===== src/rtl/sdes_pkg.sv =====
// Shared S-DES tables, bit-permutation helpers, S-box lookups and the sequencer state encoding.
// Table entries are 1-based bit positions counted from the MSB, as in the classic S-DES description.
package sdes_pkg;

  localparam int P10_TAB    [10] = '{3, 5, 2, 7, 4, 10, 1, 9, 8, 6};
  localparam int P8_TAB     [8]  = '{6, 3, 7, 4, 8, 5, 10, 9};
  localparam int IP_TAB     [8]  = '{2, 6, 3, 1, 4, 8, 5, 7};
  localparam int IP_INV_TAB [8]  = '{4, 1, 3, 5, 7, 2, 8, 6};
  localparam int EP_TAB     [8]  = '{4, 1, 2, 3, 2, 3, 4, 1};
  localparam int P4_TAB     [4]  = '{2, 4, 3, 1};

  // S-box contents flattened as row*4 + col.
  localparam logic [1:0] S0_TAB [16] = '{
    2'd1, 2'd0, 2'd3, 2'd2,
    2'd3, 2'd2, 2'd1, 2'd0,
    2'd0, 2'd2, 2'd1, 2'd3,
    2'd3, 2'd1, 2'd3, 2'd2
  };
  localparam logic [1:0] S1_TAB [16] = '{
    2'd0, 2'd1, 2'd2, 2'd3,
    2'd2, 2'd0, 2'd1, 2'd3,
    2'd3, 2'd0, 2'd1, 2'd0,
    2'd2, 2'd1, 2'd0, 2'd3
  };

  typedef enum logic [2:0] {
    ST_IDLE   = 3'd0,
    ST_KEYGEN = 3'd1,
    ST_ROUND1 = 3'd2,
    ST_ROUND2 = 3'd3,
    ST_DONE   = 3'd4
  } state_t;

  function automatic logic [9:0] p10(input logic [9:0] v);
    logic [9:0] res;
    for (int i = 0; i < 10; i++) res[9 - i] = v[10 - P10_TAB[i]];
    return res;
  endfunction

  function automatic logic [7:0] p8(input logic [9:0] v);
    logic [7:0] res;
    for (int i = 0; i < 8; i++) res[7 - i] = v[10 - P8_TAB[i]];
    return res;
  endfunction

  function automatic logic [7:0] ip(input logic [7:0] v);
    logic [7:0] res;
    for (int i = 0; i < 8; i++) res[7 - i] = v[8 - IP_TAB[i]];
    return res;
  endfunction

  function automatic logic [7:0] ip_inv(input logic [7:0] v);
    logic [7:0] res;
    for (int i = 0; i < 8; i++) res[7 - i] = v[8 - IP_INV_TAB[i]];
    return res;
  endfunction

  function automatic logic [7:0] ep(input logic [3:0] v);
    logic [7:0] res;
    for (int i = 0; i < 8; i++) res[7 - i] = v[4 - EP_TAB[i]];
    return res;
  endfunction

  function automatic logic [3:0] p4(input logic [3:0] v);
    logic [3:0] res;
    for (int i = 0; i < 4; i++) res[3 - i] = v[4 - P4_TAB[i]];
    return res;
  endfunction

  // Row comes from the outer bits (b1,b4), column from the inner bits (b2,b3).
  function automatic logic [1:0] s0(input logic [3:0] x);
    return S0_TAB[{x[3], x[0], x[2], x[1]}];
  endfunction

  function automatic logic [1:0] s1(input logic [3:0] x);
    return S1_TAB[{x[3], x[0], x[2], x[1]}];
  endfunction

endpackage


===== src/rtl/get_keys.sv =====
// S-DES key schedule: P10, rotate halves by 1 -> P8 = K1, rotate by 2 more -> P8 = K2.
// enable=1 returns the pair in decrypt order (K2 on k1); the sequencer orders keys itself.
module get_keys
  import sdes_pkg::*;
(
  input  logic       enable,
  input  logic [9:0] q_in,
  output logic [7:0] k1,
  output logic [7:0] k2
);

  logic [9:0] perm;
  logic [9:0] ls1;
  logic [9:0] ls2;
  logic [7:0] k1_raw;
  logic [7:0] k2_raw;

  assign perm   = p10(q_in);
  assign ls1    = {perm[8:5], perm[9], perm[3:0], perm[4]};
  assign ls2    = {ls1[7:5], ls1[9:8], ls1[2:0], ls1[4:3]};
  assign k1_raw = p8(ls1);
  assign k2_raw = p8(ls2);
  assign k1     = enable ? k2_raw : k1_raw;
  assign k2     = enable ? k1_raw : k2_raw;

endmodule


===== src/rtl/sdes_fk.sv =====
// Combinational S-DES round function: L' = L ^ P4(S0/S1(EP(R) ^ k)).
module sdes_fk
  import sdes_pkg::*;
(
  input  logic [3:0] l,
  input  logic [3:0] r,
  input  logic [7:0] k,
  output logic [3:0] l_out
);

  logic [7:0] mixed;
  logic [1:0] s0_out;
  logic [1:0] s1_out;

  assign mixed  = ep(r) ^ k;
  assign s0_out = s0(mixed[7:4]);
  assign s1_out = s1(mixed[3:0]);
  assign l_out  = l ^ p4({s0_out, s1_out});

endmodule


===== src/rtl/sdes_ctrl.sv =====
// Sequencer for one S-DES block: key cache, KEYGEN, two time-shared fk rounds and the
// valid/ready handshakes toward the host and the result consumer.
module sdes_ctrl
  import sdes_pkg::*;
#(
  parameter int KEY_W     = 10,
  parameter int BLK_W     = 8,
  parameter int KEY_CACHE = 1
) (
  input  logic             clk,
  input  logic             rst,
  input  logic             in_valid,
  output logic             in_ready,
  input  logic [KEY_W-1:0] key_in,
  input  logic [BLK_W-1:0] data_in,
  input  logic             decrypt,
  output logic             out_valid,
  input  logic             out_ready,
  output logic [BLK_W-1:0] data_out,
  output logic             busy
);

  state_t           state;
  state_t           next_state;
  logic [KEY_W-1:0] key_reg;
  logic [KEY_W-1:0] cache_key;
  logic             cache_valid;
  logic             dec_reg;
  logic [7:0]       k1;
  logic [7:0]       k2;
  logic [3:0]       l;
  logic [3:0]       r;
  logic [7:0]       gk_k1;
  logic [7:0]       gk_k2;
  logic [7:0]       round_key;
  logic [3:0]       fk_out;
  logic             use_k2;
  logic             cache_hit;
  logic             transfer;

  get_keys u_get_keys (
    .enable (1'b0),
    .q_in   (key_reg),
    .k1     (gk_k1),
    .k2     (gk_k2)
  );

  sdes_fk u_fk (
    .l     (l),
    .r     (r),
    .k     (round_key),
    .l_out (fk_out)
  );

  assign cache_hit = (KEY_CACHE != 0) && cache_valid && (key_in == cache_key);
  assign transfer  = in_valid && in_ready;
  assign round_key = use_k2 ? k2 : k1;

  // NOTE: nonblocking assignments so every register samples pre-edge values.
  always_ff @(posedge clk) begin
    if (rst) state <= ST_IDLE;
    else     state <= next_state;
  end

  // NOTE: next_state gets a default first so no path through the case infers a latch.
  always_comb begin
    next_state = state;
    unique case (state)
      ST_IDLE:   if (in_valid) next_state = cache_hit ? ST_ROUND1 : ST_KEYGEN;
      ST_KEYGEN: next_state = ST_ROUND1;
      ST_ROUND1: next_state = ST_ROUND2;
      ST_ROUND2: next_state = ST_DONE;
      ST_DONE:   if (out_ready) next_state = ST_IDLE;
      default:   next_state = ST_IDLE;
    endcase
  end

  // Round 1 uses K1 for encrypt and K2 for decrypt; round 2 the other one.
  always_comb begin
    in_ready = 1'b0;
    busy     = 1'b1;
    use_k2   = 1'b0;
    unique case (state)
      ST_IDLE: begin
        in_ready = 1'b1;
        busy     = 1'b0;
      end
      ST_ROUND1: use_k2 = dec_reg;
      ST_ROUND2: use_k2 = ~dec_reg;
      default: ;
    endcase
  end

  // NOTE: key material is reset too, so nothing from before a reset can be reused.
  always_ff @(posedge clk) begin
    if (rst) begin
      key_reg     <= '0;
      dec_reg     <= 1'b0;
      cache_key   <= '0;
      cache_valid <= 1'b0;
      k1          <= '0;
      k2          <= '0;
      l           <= '0;
      r           <= '0;
      data_out    <= '0;
      out_valid   <= 1'b0;
    end else begin
      unique case (state)
        ST_IDLE: begin
          if (transfer) begin
            key_reg <= key_in;
            dec_reg <= decrypt;
            {l, r}  <= ip(data_in);
          end
        end
        ST_KEYGEN: begin
          k1          <= gk_k1;
          k2          <= gk_k2;
          cache_key   <= key_reg;
          cache_valid <= 1'b1;
        end
        // The SW swap is folded into this write.
        ST_ROUND1: begin
          l <= r;
          r <= fk_out;
        end
        ST_ROUND2: begin
          data_out  <= ip_inv({fk_out, r});
          out_valid <= 1'b1;
        end
        ST_DONE: if (out_ready) out_valid <= 1'b0;
        default: ;
      endcase
    end
  end

endmodule


===== config.mk =====
export PLATFORM = sky130hd
export DESIGN_NAME = sdes_ctrl
export DESIGN_NICKNAME = d
export VERILOG_FILES = /design/src/rtl/sdes_pkg.sv /design/src/rtl/get_keys.sv /design/src/rtl/sdes_fk.sv /design/src/rtl/sdes_ctrl.sv
export SDC_FILE = /design/constraint.sdc
export NUM_CORES = 1
export LEC_CHECK = 0
export ABC_AREA = 1
export BUFFER_PORTS_ARGS = -buffer_cell sky130_fd_sc_hd__buf_2
export CORE_UTILIZATION = 56
export DETAILED_ROUTE_END_ITERATION = 12
export PLACE_DENSITY = 0.79
export SETUP_SLACK_MARGIN = 0.4
export SYNTH_ARGS = -nofsm -noshare
export SYNTH_HDL_FRONTEND = slang
export SYNTH_SLANG_ARGS = --single-unit

===== constraint.sdc =====
create_clock -name clk -period 2.6 [get_ports clk]
set_clock_uncertainty 0.05 [all_clocks]
set_input_delay 0.13 -clock clk [delete_from_list [all_inputs] [get_ports clk]]
set_output_delay 0.13 -clock clk [all_outputs]
set_load 0.01 [all_outputs]

==> results.py <==
metrics = {
    "clocking": {
        "cts_tree": "done",
        "hold_buffers": 0,
        "clockRootBuffer": "clkbuf_8",
        "htreeDepth": 2,
        "clkSinkCount": 42,
        "clk_pin_slew_ps": 80,
        "numCtsBuffers": 5,
        "clock_path_buffers": 2,
        "insertion_delay_ps": 310,
    },
    "grt": {
        "grt_max_degree": 23,
        "antenna_found_initial": 0,
        "grt_usage_pct": 29.9,
        "grt_pass1_vias": 2208,
        "grt_pass1_wl_um": 9890,
        "gr-total-overflow": 0,
    },
    "worst_setup_path": {
        "cp_num_buf_inv": 1,
        "arrival_ps": 2240,
        "crit_fanout": 6,
        "crit_family": "simple AND/OR/NAND/NOR gates",
        "required_ps": 2750,
        "crit_type": "register to register",
        "worst_path_largest_cell_delay_ps": 390,
        "start_kind": "register",
        "path_common_cell": "nand3_1",
        "path_cells": "nand2_2, nor2_4, nand2_2, nand2_4, nand2_1, nand3_1, nand2_1, ha_1, or2_1, nand3_1, nand3_1, o211ai_1, inv_1",
        "cp-end-kind": "register",
        "cpMaxStageDelayCell": "dfxtp_4",
    },
    "status": {
        "status": "complete, no violations",
    },
    "pwr": {
        "ir_drop_mv": 0.431,
        "p_per_area_nw_per_um2": 762,
        "switchingPower_mw": 0.782,
        "pwr-share-comb_pct": 36.1,
        "internal_power_mw": 1.28,
        "power.share.sequential_pct": 38.5,
        "p_leak_nw": 1.25,
        "switching_share_pct": 38.0,
        "clkPwrFrac_pct": 25.4,
        "total_power_mw": 2.06,
    },
    "timing": {
        "tns_ps": 0,
        "hold_viol_final": 0,
        "setup_violations": 0,
        "slew_viol_final": 0,
        "slew_headroom_pct": 58.8,
        "fmax_ghz": 0.478,
        "period_needed_ps": 2090,
        "fin_crit_sh_pct": 80.5,
        "max_slew.worst_pin.slew_ps": 616,
        "rsz0062_at_grt": "false",
    },
    "routing": {
        "via_count": 2442,
        "drtPass1Iterations": 7,
        "drt_iter0_drc": 152,
        "via_per_inst": 5.61,
        "wl_per_cell_um": 13.9,
        "drc": 0,
        "ant_nets": 0,
        "wirelength_um": 6030,
    },
    "synth": {
        "ys_ff_latch": 42,
        "synth_nets": 367,
        "synth_top_area_share_pct": 37.0,
        "seq_area_frac_synth_pct": 37.0,
        "yosysUniqueCellTypes": 27,
        "avgSynthCellArea_um2": 6.62,
        "synth_cells": 343,
        "syn_area_um2": 2270,
        "ys_warn_count": 0,
        "synth_top_area_cell": "dfxtp_1",
        "synth_area_leaders": "dfxtp_1, nand2_1, nand3_1",
    },
    "final_layout": {
        "nets": 410,
        "num_antenna_cells": 0,
        "syn_to_final_growth_pct": 19.0,
        "drive_gt1_share_pct": 22.5,
        "fin_cells": 435,
        "final_area_um2": 2700,
        "largest_reg_flops": 10,
    },
    "worst_hold_path": {
        "hold_class": "input pin to register",
    },
    "place": {
        "hpwlAfterDp_um": 4240,
        "numPortBuffers": 33,
        "place_congestion": 0.952,
        "place_area_um2": 2480,
        "dp_cells": 417,
    },
    "floorplan": {
        "die_height_um": 65.7,
        "start_util_pct": 60.2,
        "die_w_um": 65.7,
        "ios": 34,
        "coreArea_um2": 3770,
        "die_area_um2": 4310,
        "rows": 22,
    },
    "flow_run": {
        "cap_violations": 0,
    },
}
-- stage by stage --
step	hold slack, ps	worst slack [ps]	utilization [%]
floorplan	149	531	-
global placement	343	401	65.7
detailed placement	351	277	65.7
CTS	20.9	411	68.8
global route	34.9	366	71.7
finish	24.6	506	71.7
-- worst register-to-register path, delay by kind of cell, from the launching register on --
| kind | cells | cell delay (ps) |
|---|---|---|
| buffers and inverters | 1 | 60 |
| AO/OA/AOI/OAI | 1 | 100 |
| AND/OR/NAND/NOR | 10 | 1090 |
| adder cells (fa/ha/maj) | 1 | 280 |
| flip-flops | 1 | 390 |
-- cell usage after synthesis --
cell       number
o211ai_1        4
a2111oi_0       1
buf_6           1
nor3b_1         1
or2_1           1
a31oi_1         4
inv_2           1
clkbuf_1        9
dfxtp_1        42
or2_2           1
nor2_4          1
o21ai_0        27
nand2_2        14
o22ai_1         1
inv_1          35
nand4_1         2
nand3_2         5
nand3b_1        3
clkinv_1        1
a21oi_2         1
buf_2           1
nor2_1          9
a221oi_1        2
nand2_1        93
ha_1            1
a21oi_1        31
nand3_1        51
-- power by group through the flow --
| stage | clock (mW) | combinational [mW] | sequential [mW] |
|---|---|---|---|
| 6_report | 0.523 | 0.745 | 0.793 |
| 5_1_grt | 0.553 | 0.847 | 0.804 |
| 4_1_cts | 0.526 | 0.698 | 0.788 |
| 3_5_place_dp | 0 | 0.693 | 0.801 |
| 3_3_place_gp | 0 | 0.678 | 0.802 |
| 2_1_floorplan | 0 | 0.535 | 0.788 |
-- timing repair --
item                                    4_1_cts  5_1_grt
pin swaps                                     0        5
gates resized for setup                       3       12
endpoints found under the setup margin        2        2
buffers inserted                              0       10
-- layout make-up --
| cell class | instances | area (um2) |
|---|---|---|
| multi-input cells | 253 | 1270 |
| fillers | 335 | 1070 |
| flip-flops and latches | 42 | 850 |
| repair buffers | 47 | 270 |
| inverters | 37 | 141 |
| clock buffers | 6 | 72.6 |
| well taps | 48 | 60.1 |
| clock inverters | 2 | 37.5 |
-- logic make-up after synthesis --
| logic type | Yosys count | synth area share [%] |
|---|---|---|
| buf+inv | 48 | 8.32 |
| compound gates | 71 | 17.0 |
| simple gates | 181 | 37.1 |
| flops | 42 | 37.0 |
| fa+ha+maj | 1 | 0.551 |
-- path summary, 6_finish.rpt --
| path | start | end | slack (ps) | cells past startpoint |
|---|---|---|---|---|
| worst max-delay path | state[1]$_SDFFE_PP0P_ | data_out[5]$_SDFFE_PP0N_ | 510 | 13 |
| worst min-delay path | key_in[5] | key_reg[5]$_SDFFE_PP0P_ | 20 | 3 |
| worst max register to register | state[1]$_SDFFE_PP0P_ | data_out[5]$_SDFFE_PP0N_ | 510 | 13 |
| worst min register to register | key_reg[6]$_SDFFE_PP0P_ | key_reg[6]$_SDFFE_PP0P_ | 420 | 2 |
-- metal layers --
layer  part of all wire, %  global-route usage, %  up-vias
met5                     0                      0        -
met1                    47                   39.5     1115
met4                   1.8                   13.0        0
li1                      -                      -     1229
met2                    45                   46.6       82
met3                   6.1                   5.90       16
-- cells in the final DEF (no fill, tap or decap), types with 2 or more instances in the layout --
cell type,count
o21ai_0,27
nand4_1,2
nand3b_1,3
o211ai_1,4
buf_2,33
a31oi_1,4
clkbuf_8,5
a21oi_1,31
inv_1,34
a221oi_1,2
dfxtp_4,2
buf_4,14
nand2_1,89
nand2_2,16
nand3_1,49
nand2_4,2
nor2_1,9
nand3_2,7
dfxtp_1,39
Power figures use the tool's default switching activity.
